File: config.mk
export PLATFORM = sky130hd
export DESIGN_NAME = mpu_reg_arbiter
export DESIGN_NICKNAME = d
export VERILOG_FILES = /design/src/rtl/mpu_reg_arbiter.sv
export SDC_FILE = /design/constraint.sdc
export NUM_CORES = 1
export LEC_CHECK = 0
export ABC_AREA = 1
export BUFFER_PORTS_ARGS = -buffer_cell sky130_fd_sc_hd__buf_4
export CAP_MARGIN = 25
export CORE_MARGIN = 3
export CORE_UTILIZATION = 55
export DETAILED_ROUTE_END_ITERATION = 16
export GPL_TIMING_DRIVEN = 0
export PLACE_DENSITY = 0.77
export SLEW_MARGIN = 20
export SYNTH_ARGS = -nofsm -noshare
export SYNTH_HDL_FRONTEND = slang
export SYNTH_SLANG_ARGS = --single-unit
File: constraint.sdc
create_clock -name clk -period 2 [get_ports clk]
set_input_delay 0.1 -clock clk [delete_from_list [all_inputs] [get_ports clk]]
set_output_delay 0.1 -clock clk [all_outputs]
set_load 0.01 [all_outputs]
File: src/rtl/mpu_reg_arbiter.sv
// Arbitrates the vector register-file port between the load and store units.
// Alternates on ties and forces a release when a holder overstays HOLD_MAX cycles.
module mpu_reg_arbiter #(
  parameter int unsigned HOLD_MAX = 64
) (
  input  logic clk,
  input  logic rst_n,
  input  logic load_req_in,
  input  logic load_done_in,
  input  logic store_req_in,
  input  logic store_done_in,
  input  logic err_clr_in,
  output logic load_ready_out,
  output logic store_ready_out,
  output logic reg_sel_out,
  output logic reg_busy_out,
  output logic arb_timeout_out
);

  localparam int unsigned CNT_W = $clog2(HOLD_MAX + 1);
  localparam logic [CNT_W-1:0] CNT_LAST = CNT_W'(HOLD_MAX - 1);
  localparam logic [CNT_W-1:0] CNT_SAT  = CNT_W'(HOLD_MAX);
  localparam logic [CNT_W-1:0] CNT_ONE  = CNT_W'(1);
  localparam logic LG_LOAD  = 1'b0;
  localparam logic LG_STORE = 1'b1;

  typedef enum logic [1:0] {
    ARB_IDLE        = 2'd0,
    ARB_GRANT_LOAD  = 2'd1,
    ARB_GRANT_STORE = 2'd2,
    ARB_RELEASE     = 2'd3
  } arb_state_e;

  arb_state_e       state_q, state_d;
  logic [CNT_W-1:0] hold_cnt_q, hold_cnt_d;
  logic             last_grant_q, last_grant_d;
  logic             timeout_q, timeout_d;
  logic             timeout_set_s;
  logic             load_ready_q, store_ready_q, reg_sel_q, reg_busy_q;

  // Next-state, hold counter, tie-break memory and sticky timeout flag.
  always_comb begin
    state_d       = state_q;
    hold_cnt_d    = hold_cnt_q;
    last_grant_d  = last_grant_q;
    timeout_set_s = 1'b0;
    case (state_q)
      ARB_IDLE: begin
        hold_cnt_d = {CNT_W{1'b0}};
        if (load_req_in && store_req_in) begin
          if (last_grant_q == LG_STORE) begin
            state_d      = ARB_GRANT_LOAD;
            last_grant_d = LG_LOAD;
          end else begin
            state_d      = ARB_GRANT_STORE;
            last_grant_d = LG_STORE;
          end
        end else if (load_req_in) begin
          state_d      = ARB_GRANT_LOAD;
          last_grant_d = LG_LOAD;
        end else if (store_req_in) begin
          state_d      = ARB_GRANT_STORE;
          last_grant_d = LG_STORE;
        end else begin
          state_d = ARB_IDLE;
        end
      end
      ARB_GRANT_LOAD, ARB_GRANT_STORE: begin
        // Done from the holder beats a coincident timeout.
        if ((state_q == ARB_GRANT_LOAD) ? load_done_in : store_done_in) begin
          state_d = ARB_RELEASE;
        end else if (hold_cnt_q == CNT_LAST) begin
          state_d       = ARB_RELEASE;
          timeout_set_s = 1'b1;
        end else if (hold_cnt_q != CNT_SAT) begin
          hold_cnt_d = hold_cnt_q + CNT_ONE;
        end else begin
          hold_cnt_d = hold_cnt_q;
        end
      end
      ARB_RELEASE: begin
        state_d = ARB_IDLE;
      end
      default: begin
        state_d = ARB_IDLE;
      end
    endcase

    if (timeout_set_s) begin
      timeout_d = 1'b1;
    end else if (err_clr_in) begin
      timeout_d = 1'b0;
    end else begin
      timeout_d = timeout_q;
    end
  end

  // State and output registers; outputs are decoded from the next state so they track state_q.
  always_ff @(posedge clk or negedge rst_n) begin
    if (!rst_n) begin
      state_q       <= ARB_IDLE;
      hold_cnt_q    <= {CNT_W{1'b0}};
      last_grant_q  <= LG_STORE;
      timeout_q     <= 1'b0;
      load_ready_q  <= 1'b0;
      store_ready_q <= 1'b0;
      reg_sel_q     <= 1'b0;
      reg_busy_q    <= 1'b0;
    end else begin
      state_q       <= state_d;
      hold_cnt_q    <= hold_cnt_d;
      last_grant_q  <= last_grant_d;
      timeout_q     <= timeout_d;
      load_ready_q  <= (state_d == ARB_GRANT_LOAD);
      store_ready_q <= (state_d == ARB_GRANT_STORE);
      reg_sel_q     <= (state_d == ARB_GRANT_STORE);
      reg_busy_q    <= (state_d == ARB_GRANT_LOAD) || (state_d == ARB_GRANT_STORE);
    end
  end

  assign load_ready_out  = load_ready_q;
  assign store_ready_out = store_ready_q;
  assign reg_sel_out     = reg_sel_q;
  assign reg_busy_out    = reg_busy_q;
  assign arb_timeout_out = timeout_q;

endmodule

### Word level (Yosys, flattened, before mapping)

Cells that the tools add are included.

| storage, ports and cells | value |
|---|---|
| bits of input ports | 7 |
| logic and storage cells | 48 |
| output and inout port bits | 5 |
| register bits after elaboration | 14 |

| cells by class | value |
|---|---|
| $add $sub $neg | 1 |
| muxes and demuxes | 21 |
| equality and inequality tests | 10 |
| reductions and logical operators | 9 |

Operators with widths:

| operator | number |
|---|---|
| $mux W7 | 3 |
| $pmux W7 S2 | 1 |
| $mux W2 | 6 |
| $mux W1 | 10 |
| $add A7 B1 Y7 const B | 1 |
| $eq A7 B6 Y1 const B | 1 |
| $ne A7 B7 Y1 const B | 1 |
| $eq A2 B2 Y1 const B | 3 |
| $ne A2 B2 Y1 const B | 3 |
| $pmux W2 S3 | 1 |
| $eq A2 B1 Y1 const B | 2 |
| $reduce_and A4 Y1 | 1 |
| $reduce_bool A2 Y1 | 2 |
| $reduce_bool A3 Y1 | 1 |
| $logic_not A2 Y1 | 1 |
| $reduce_and A2 Y1 | 1 |
| $reduce_or A2 Y1 | 1 |
| $logic_and A1 B1 Y1 | 1 |
| $logic_or A1 B1 Y1 | 1 |

### Depth between registers and ports, before layout

Gate-level depths: netlist (run 1).

| logic depth | value |
|---|---|
| depth after elaboration | 6 |
| mapped depth | 11 |

### Least setup slack after synthesis (run 1)

Ideal clock, no wire load.

| path | value |
|---|---|
| kind | reg2reg |
| start point | register hold_cnt_q[0] |
| end point | register reg_busy_q, in the netlist reg_busy_out |
| data required time | 1,937 ps |
| setup slack | 520 ps |
| period minus slack after synthesis | 1,480 ps |
| path buffers | 0 |
| cell stages (with the launch flop) | 9 |
| data arrival time | 1,417 ps |
| library setup time | 63 ps |
| path through | dfrtp_1 -> ha_1 -> nand3_2 -> clkinv_2 -> nand2_4 -> nand2_1 -> a21oi_2 -> ha_1 -> inv_1 |

| between the ends | value |
|---|---|
| cells in the longest elaborated chain, start to end | 6 |
| elaborated cells between the ends (all ways) | 7 |

Ends and longest elaborated chain:

| item | RTL line | RTL |
|---|---|---|
| start, declared | 35 | `logic [CNT_W-1:0] hold_cnt_q, hold_cnt_d;` |
| start signal, assigned | 102 | `hold_cnt_q <= {CNT_W{1'b0}};` |
| start signal, assigned | 111 | `hold_cnt_q <= hold_cnt_d;` |
| $eq A7 B6 Y1 * | 72 | `end else if (hold_cnt_q == CNT_LAST) begin` |
| $mux W2 * | 72 |  |
| $mux W2 * | 70 | `if ((state_q == ARB_GRANT_LOAD) ? load_done_in : store_done_in) begin` |
| $pmux W2 S3 * | 47 | `case (state_q)` |
| $eq A2 B1 Y1 / $eq A2 B2 Y1 (equally long branches) | 117 | `reg_busy_q <= (state_d == ARB_GRANT_LOAD) \|\| (state_d == ARB_GRANT_STORE);` |
| $logic_or A1 B1 Y1 * | 117 |  |
| end signal, assigned | 117 |  |
| end, declared | 39 | `logic load_ready_q, store_ready_q, reg_sel_q, reg_busy_q;` |

Mark *: on every way between the ends. The rest lies on a longest branch, timed or not.
A chain may end at the register's enable or synchronous reset.

### Final worst setup path (run 1)

Ends and elaborated chain as after synthesis.

==> results of run 1 <==
power by group through the flow:
stage | sequential, mW | clock, mW | combinational [mW]
final | 0.427 | 0.210 | 0.675
after detailed placement | 0.431 | 0 | 0.673
after CTS | 0.425 | 0.215 | 0.678
after floorplan | 0.430 | 0 | 0.484
after global placement | 0.425 | 0 | 0.639
after global routing | 0.434 | 0.226 | 0.762
state kept, by name (all words and copies together), names as in the netlist:
register	cells
reg_sel_out	1
reg_busy_out	1
state_q	2
load_ready_out	1
last_grant_q	1
hold_cnt_q	7
arb_timeout_out	1
critical path, stage by stage, from the launching register on:
cell and delay, ns:
dfrtp_1 0.45, ha_1 0.29, nand3_2 0.12, clkinv_2 0.09, nand2_4 0.10, nand2_1 0.08
a21oi_2 0.16, ha_1 0.25, inv_1 0.07
cell type report:
cell class	count	area, µm²
plain buffers	2	12.51
clock buffers	4	36.28
fillers	115	352.8
flip-flops and latches	14	351.6
well taps	15	18.77
multi-input cells	83	459.2
repair buffers	13	102.6
inverters	17	65.06
cell usage in the layout, fill, tap and decap left out, types with 2 or more instances in the layout:
cell type	Yosys	final
buf_4	1	12
clkbuf_4	0	3
dfrtp_1	13	13
dlygate4sd3_1	0	2
ha_1	5	5
inv_1	16	16
nand2_1	33	33
nand2_2	2	2
nand2_4	2	2
nand3_1	12	12
nand3_2	2	2
nand4_1	2	2
nor2_1	14	14
nor2_4	2	2
o21ai_0	3	3
logic make-up (layout without fill, tap and decap cells):
kind of cell             Yosys count  after routing  synth area share [%]
buffers and inverters             19             36                 8.732
AO/OA/AOI/OAI                      5              5                 3.239
flip-flops                        14             14                 39.58
AND/OR/NAND/NOR                   71             71                 39.44
XOR/XNOR                           2              2                 1.972
adder cells (fa/ha/maj)            5              5                 7.042
per-stage QoR:
stage / hold slack, ns / std cells / total power, mW / util [%]
floorplan: -0.1956 / 116 / 0.9141 / -
global placement: -0.04430 / 142 / 1.063 / 70.75
detailed placement: -0.04016 / 142 / 1.104 / 70.75
CTS: 0.06921 / 148 / 1.318 / 74.78
global route: 0.1024 / 148 / 1.422 / 74.78
finish: 0.06629 / 148 / 1.311 / 74.78
layer usage:
metal  global-route usage, %  up-vias  wire (µm)
met1                   23.19      355        783
met3                   5.859        2        127
met5                       0        -          0
met4                   3.409        0         15
li1                        -      392          -
met2                   35.99       22        877
worst min-delay path by stage:
| stage | from | endpoint |
|---|---|---|
| floorplan | rst_n | arb_timeout_out |
| global placement | rst_n | arb_timeout_out |
| detailed placement | rst_n | arb_timeout_out |
| CTS | load_req_in | last_grant_q |
| global route | load_req_in | last_grant_q |
| finish | load_req_in | last_grant_q |
timing repair:
item                                    4_1_cts  5_1_grt
endpoints found under the hold margin        15        0
hold buffers                                  2        0
setup buffers                                 0        0
endpoints found under the setup margin        0        0
==> impl_metrics.env, run 1 <==
export IMPL_outcome="finished clean"
export IMPL_finalClockSkew_ns=0.0009871
export IMPL_ir_worst_vdd_mv=0.8408
export IMPL_fin_nets=146
export IMPL_cts_tree="yes"
export IMPL_synth_flop_cell="dfrtp_1"
export IMPL_power_internal_mw=0.7198
export IMPL_postSynthAreaPerCell_um2=7.658
export IMPL_yosysUniqueCellTypes=22
export IMPL_drtIter0Drc=19
export IMPL_synth_top_cells_by_count="33 x nand2_1, 16 x inv_1, 14 x nor2_1"
export IMPL_fin_area_um2=1046
export IMPL_rr_worst_depth=8
export IMPL_viasPerCell=5.209
export IMPL_crit_type="reg -> reg"
export IMPL_arrival_ns=1.88
export IMPL_grt_max_degree=15
export IMPL_syn_num_nets=128
export IMPL_die_height_um=46.19
export IMPL_grt_setup_unrepaired="false"
export IMPL_synth_edff_count=0
export IMPL_crit_path_end="reg_busy_out"
export IMPL_grt_ovfl_total=0
export IMPL_finalWorstSetupSlack_ns=0.3479
export IMPL_yosysSeqAreaShare_pct=39.58
export IMPL_initial_utilization_pct=63.51
export IMPL_timing_rr_end="reg_busy_out"
export IMPL_synthCells=116
export IMPL_slew_violations=0
export IMPL_fmax_ghz=0.6053
export IMPL_antenna_found_initial=0
export IMPL_hold_viol_final=0
export IMPL_worstHoldPathType="in -> reg"
export IMPL_worst_slew_pin_slew_ns=0.3422
export IMPL_synth_area_leaders="dfrtp_1 37%, nand2_1 14%, ha_1 7.0%"
export IMPL_power_frac_comb_pct=51.5
export IMPL_timing_final_crit_share_pct=82.61
export IMPL_synth_largest_area_cell="dfrtp_1"
export IMPL_grt_pass1_vias=753
export IMPL_power_frac_seq_pct=32.5
export IMPL_required_ns=2.22
export IMPL_finalSetupTns_ns=0
export IMPL_p_per_area_nw_per_um2=1253
export IMPL_path_clk_slew_ns=0.09
export IMPL_cts_htree_levels=1
export IMPL_preCtsSetupSlack_ns=0.3674
export IMPL_synth_top_area_share_pct=36.62
export IMPL_first_pass_iters=4
export IMPL_rrSetupSlack_ns=0.35
export IMPL_post_cts_resized=0
export IMPL_clk_latency_ns=0.28
export IMPL_drive_gt1_share_pct=22.56
export IMPL_syn_to_final_growth_pct=17.75
export IMPL_placed_area_um2=989.7
export IMPL_globalplace_congestion=0.8045
export IMPL_wl_per_cell_um=12.19
export IMPL_async_flop_share_pct=100.0
export IMPL_io_pins=12
export IMPL_core_area_um2=1399
export IMPL_synth_most_common_cell="nand2_1"
export IMPL_worst_path_max_fanout=6
export IMPL_fp_dieW_um=46.19
export IMPL_finalCriticalPeriod_ns=1.652
export IMPL_critPathLaunchType="flip-flop"
export IMPL_cts_root_buf="clkbuf_4"
export IMPL_num_antenna_cells=0
export IMPL_dpl_hpwl_um=1341
export IMPL_grt_first_pass_wirelength_um=3049
export IMPL_p_clk_share_pct=16.0
export IMPL_maxCapViolCount=0
export IMPL_whs_path_depth=4
export IMPL_setup_worst_path_end_class="flip-flop"
export IMPL_grt_use_total_pct=19.92
export IMPL_rows=13
export IMPL_dr_total_vias=771
export IMPL_die_area_um2=2134
export IMPL_ys_warnings_count=0
export IMPL_ant_nets=0
export IMPL_post_route_drc_count=0
export IMPL_power_leakage_nw=0.5758
export IMPL_startpoint="hold_cnt_q[0]"
export IMPL_cts_max_path_buffers=2
export IMPL_io_buffers=11
export IMPL_cts_buffers=3
export IMPL_r2r_start="hold_cnt_q[0]"
export IMPL_wirelength_um=1804
export IMPL_switchingPower_mw=0.5913
export IMPL_slew_headroom_pct=77.13
export IMPL_setup_violations_final=0
export IMPL_cts_sinks=14
export IMPL_ys_seq_elements=14
export IMPL_syn_area_um2=888.4
export IMPL_swShare_pct=45.10
No activity file was read; power rests on OpenSTA's default activity.
==> inputs of run 2 (changes only) <==
ABC_AREA = 0   (was 1)
CORE_UTILIZATION = 53   (was 55)
PLACE_DENSITY = 0.75   (was 0.77)
clock period = 1.7 ns   (was 2 ns; I/O delays follow)
==> run 2 against run 1 <==
The run now ends with negative setup slack left. Clock skew up 0.0048 ns. Final cell count down 25%. Sequential power grew 19%. Worst hold slack lost 0.0035 ns. First-iteration DRC count is 37% lower. Utilization rose by 1.6 points. Via count shrank 18%. Count of clock-buffer cells in the layout unchanged. Worst setup slack got worse by 0.46 ns. Non-clock buffer count rose by 5. Design area is 3.8% lower. Maximum frequency fell by 8.7%. Critical path type unchanged. Largest power group unchanged. Highest routed layer unchanged.
==> impl_metrics.env, run 2 <==
export IMPL_placed_area_um2=880.8
export IMPL_timing_final_crit_share_pct=106.5
export IMPL_dr_total_vias=629
export IMPL_p_per_area_nw_per_um2=1612
export IMPL_switchingPower_mw=0.6271
export IMPL_reg_top3="hold_cnt_q (7), state_q (2)"
export IMPL_fin_area_um2=1006
export IMPL_clk_latency_ns=0.28
export IMPL_synth_area_leaders="dfrtp_1 43%, ha_1 8.2%, mux2i_1 6.6%"
export IMPL_num_antenna_cells=0
export IMPL_cts_htree_levels=1
export IMPL_ys_warnings_count=0
export IMPL_grt_ovfl_total=0
export IMPL_yosysSeqAreaShare_pct=46.22
export IMPL_largest_reg_flops=7
export IMPL_cp_slowest_cell="dfrtp_1"
export IMPL_grt_setup_unrepaired="true"
export IMPL_syn_area_um2=760.7
export IMPL_instances_no_fill=111
export IMPL_wirelength_um=1601
export IMPL_viasPerCell=5.667
export IMPL_path_clk_slew_ns=0.08
export IMPL_die_height_um=43.89
export IMPL_die_area_um2=1926
export IMPL_cts_max_path_buffers=2
export IMPL_synth_flop_cell="dfrtp_1"
export IMPL_drive_gt1_share_pct=37.50
export IMPL_wl_per_cell_um=14.42
export IMPL_finalWorstSetupSlack_ns=-0.1101
export IMPL_crit_buf_inv=2
export IMPL_max_stage_delay_ns=0.40
export IMPL_required_ns=1.88
export IMPL_outcome="finished, violations left"
export IMPL_grt_pass1_vias=568
export IMPL_place_inst=99
export IMPL_ys_seq_elements=14
export IMPL_worst_slew_pin_slew_ns=0.4241
export IMPL_critPathTopFamily="compound AO/OA/AOI/OAI gates"
export IMPL_crit_type="reg -> reg"
export IMPL_hold_viol_final=0
export IMPL_antenna_found_initial=0
export IMPL_cts_sinks=14
export IMPL_finalCriticalPeriod_ns=1.810
export IMPL_synth_edff_count=0
export IMPL_drtIter0Drc=12
export IMPL_power_frac_seq_pct=31.2
export IMPL_finalPower_mw=1.622
export IMPL_grt_first_pass_wirelength_um=2408
export IMPL_cts_buffers=3
export IMPL_syn_num_nets=85
export IMPL_worst_path_max_fanout=4
export IMPL_fmax_ghz=0.5525
export IMPL_synth_largest_area_cell="dfrtp_1"
export IMPL_final_cell_mix="18 x buf_4, 12 x dfrtp_1, 8 x nand2_1, 7 x inv_1, 4 x mux2i_1"
export IMPL_top_register="hold_cnt_q"
export IMPL_dpl_hpwl_um=1007
export IMPL_maxCapViolCount=0
export IMPL_rows=13
export IMPL_worstHoldPathType="in -> reg"
export IMPL_globalplace_congestion=0.7545
export IMPL_slew_violations=0
export IMPL_final_util_pct=76.35
export IMPL_cts_root_buf="clkbuf_4"
export IMPL_grt_max_degree=15
export IMPL_swShare_pct=38.67
export IMPL_synth_top_cells_by_count="13 x dfrtp_1, 9 x inv_1, 8 x nand2_1"
export IMPL_synthCells=73
export IMPL_arrival_ns=1.99
export IMPL_power_internal_mw=0.9946
export IMPL_p_clk_share_pct=12.3
export IMPL_layout_commonest_cell="buf_4"
export IMPL_setup_worst_path_end_class="flip-flop"
export IMPL_io_buffers=11
export IMPL_ant_nets=0
export IMPL_critPathLaunchType="flip-flop"
export IMPL_violations="negative setup slack"
export IMPL_core_area_um2=1318
export IMPL_syn_to_final_growth_pct=32.24
export IMPL_post_route_drc_count=0
export IMPL_slew_headroom_pct=71.62
export IMPL_async_flop_share_pct=100.0
export IMPL_cts_tree="yes"
export IMPL_fp_dieW_um=43.89
export IMPL_finalClockSkew_ns=0.005756
export IMPL_first_pass_iters=4
export IMPL_io_pins=12
export IMPL_initial_utilization_pct=57.74
export IMPL_crit_chain="inv_2 > ha_4 > mux2i_4 > o21ai_2 > o21a_1 > a31o_2 > ha_4 > inv_2"
export IMPL_power_leakage_nw=0.4478
export IMPL_fin_nets=109
export IMPL_yosysUniqueCellTypes=26
export IMPL_postSynthAreaPerCell_um2=10.42
export IMPL_power_frac_comb_pct=56.5
export IMPL_ir_worst_vdd_mv=1.174
export IMPL_synth_top_area_share_pct=42.76
export IMPL_synth_most_common_cell="dfrtp_1"
export IMPL_grt_use_total_pct=17.40
export IMPL_setup_violations_final=7
## run 2: cell types whose count changed after synthesis, sizes merged, moves of 3 or more
cell	previous run	this run
inv	16	9
nand3	15	3
mux2i	0	5
nand2	37	8
nor2	17	3
o311ai	0	3
## run 2: power by group through the flow
stage / clock network, mW / registers (mW) / logic (mW)
final: 0.199 / 0.506 / 0.916
after global routing: 0.218 / 0.520 / 1.01
after CTS: 0.205 / 0.506 / 0.807
after detailed placement: 0 / 0.511 / 0.711
after global placement: 0 / 0.506 / 0.700
after floorplan: 0 / 0.513 / 0.529
## run 2: final timing paths
path                                 start              end  slack [ns]  cells after the start
setup / recovery                state_q[1]     reg_busy_out       -0.11                      8
hold / removal                store_req_in       state_q[1]        0.06                      2
setup reg to reg                state_q[1]     reg_busy_out       -0.11                      8
hold reg to reg            arb_timeout_out  arb_timeout_out        0.50                      1
max in group asynchronous            rst_n     last_grant_q        1.28                      2
min in group asynchronous            rst_n    hold_cnt_q[6]        0.17                      2
## run 2: final cells by class
| cell class | instances | area, µm² |
|---|---|---|
| buffer | 1 | 7.507 |
| clock buffer | 4 | 26.28 |
| fill | 94 | 311.5 |
| inverter | 9 | 33.78 |
| multi-input combinational | 49 | 419.2 |
| sequential | 14 | 352.8 |
| tap | 15 | 18.77 |
| timing repair buffer | 19 | 147.6 |
## run 2: cells by family after synthesis
family                   Yosys count  synth area share, %
AO/OA/AOI/OAI                     18                19.24
flip-flops                        14                46.22
multiplexers                       5                6.579
buffers and inverters             10                5.428
AND/OR/NAND/NOR                   21                14.31
adder cells (fa/ha/maj)            5                8.224
## run 2: what timing repair did
item / in CTS / in global routing
resized for setup: 5 / 5
buffers inserted: 4 / 2
gates cloned: 0 / 0
hold buffers: 2 / 0
endpoints found under the setup margin: 9 / 9
endpoints found under the hold margin: 15 / 0
pin swaps: 2 / 2
## run 2: stage by stage
stage                     setup slack [ns]  setup TNS [ns]  hold slack [ns]
final                              -0.1101         -0.5117          0.06282
after global routing               -0.1637         -0.9399          0.05531
after CTS                         -0.08925         -0.5253          0.06190
after detailed placement           -0.2056         -0.6592         -0.05614
after global placement             -0.1673         -0.5289         -0.05697
after floorplan                   -0.08533        -0.08533          -0.2106
## run 2: routing by layer
| layer | global-route usage, % | vias to the layer above | wire length [µm] |
|---|---|---|---|
| met5 | 0 | - | 0 |
| met4 | 12.05 | 0 | 48 |
| met3 | 4.149 | 7 | 93 |
| met2 | 25.87 | 20 | 786 |
| met1 | 22.05 | 295 | 672 |
| li1 | - | 307 | - |
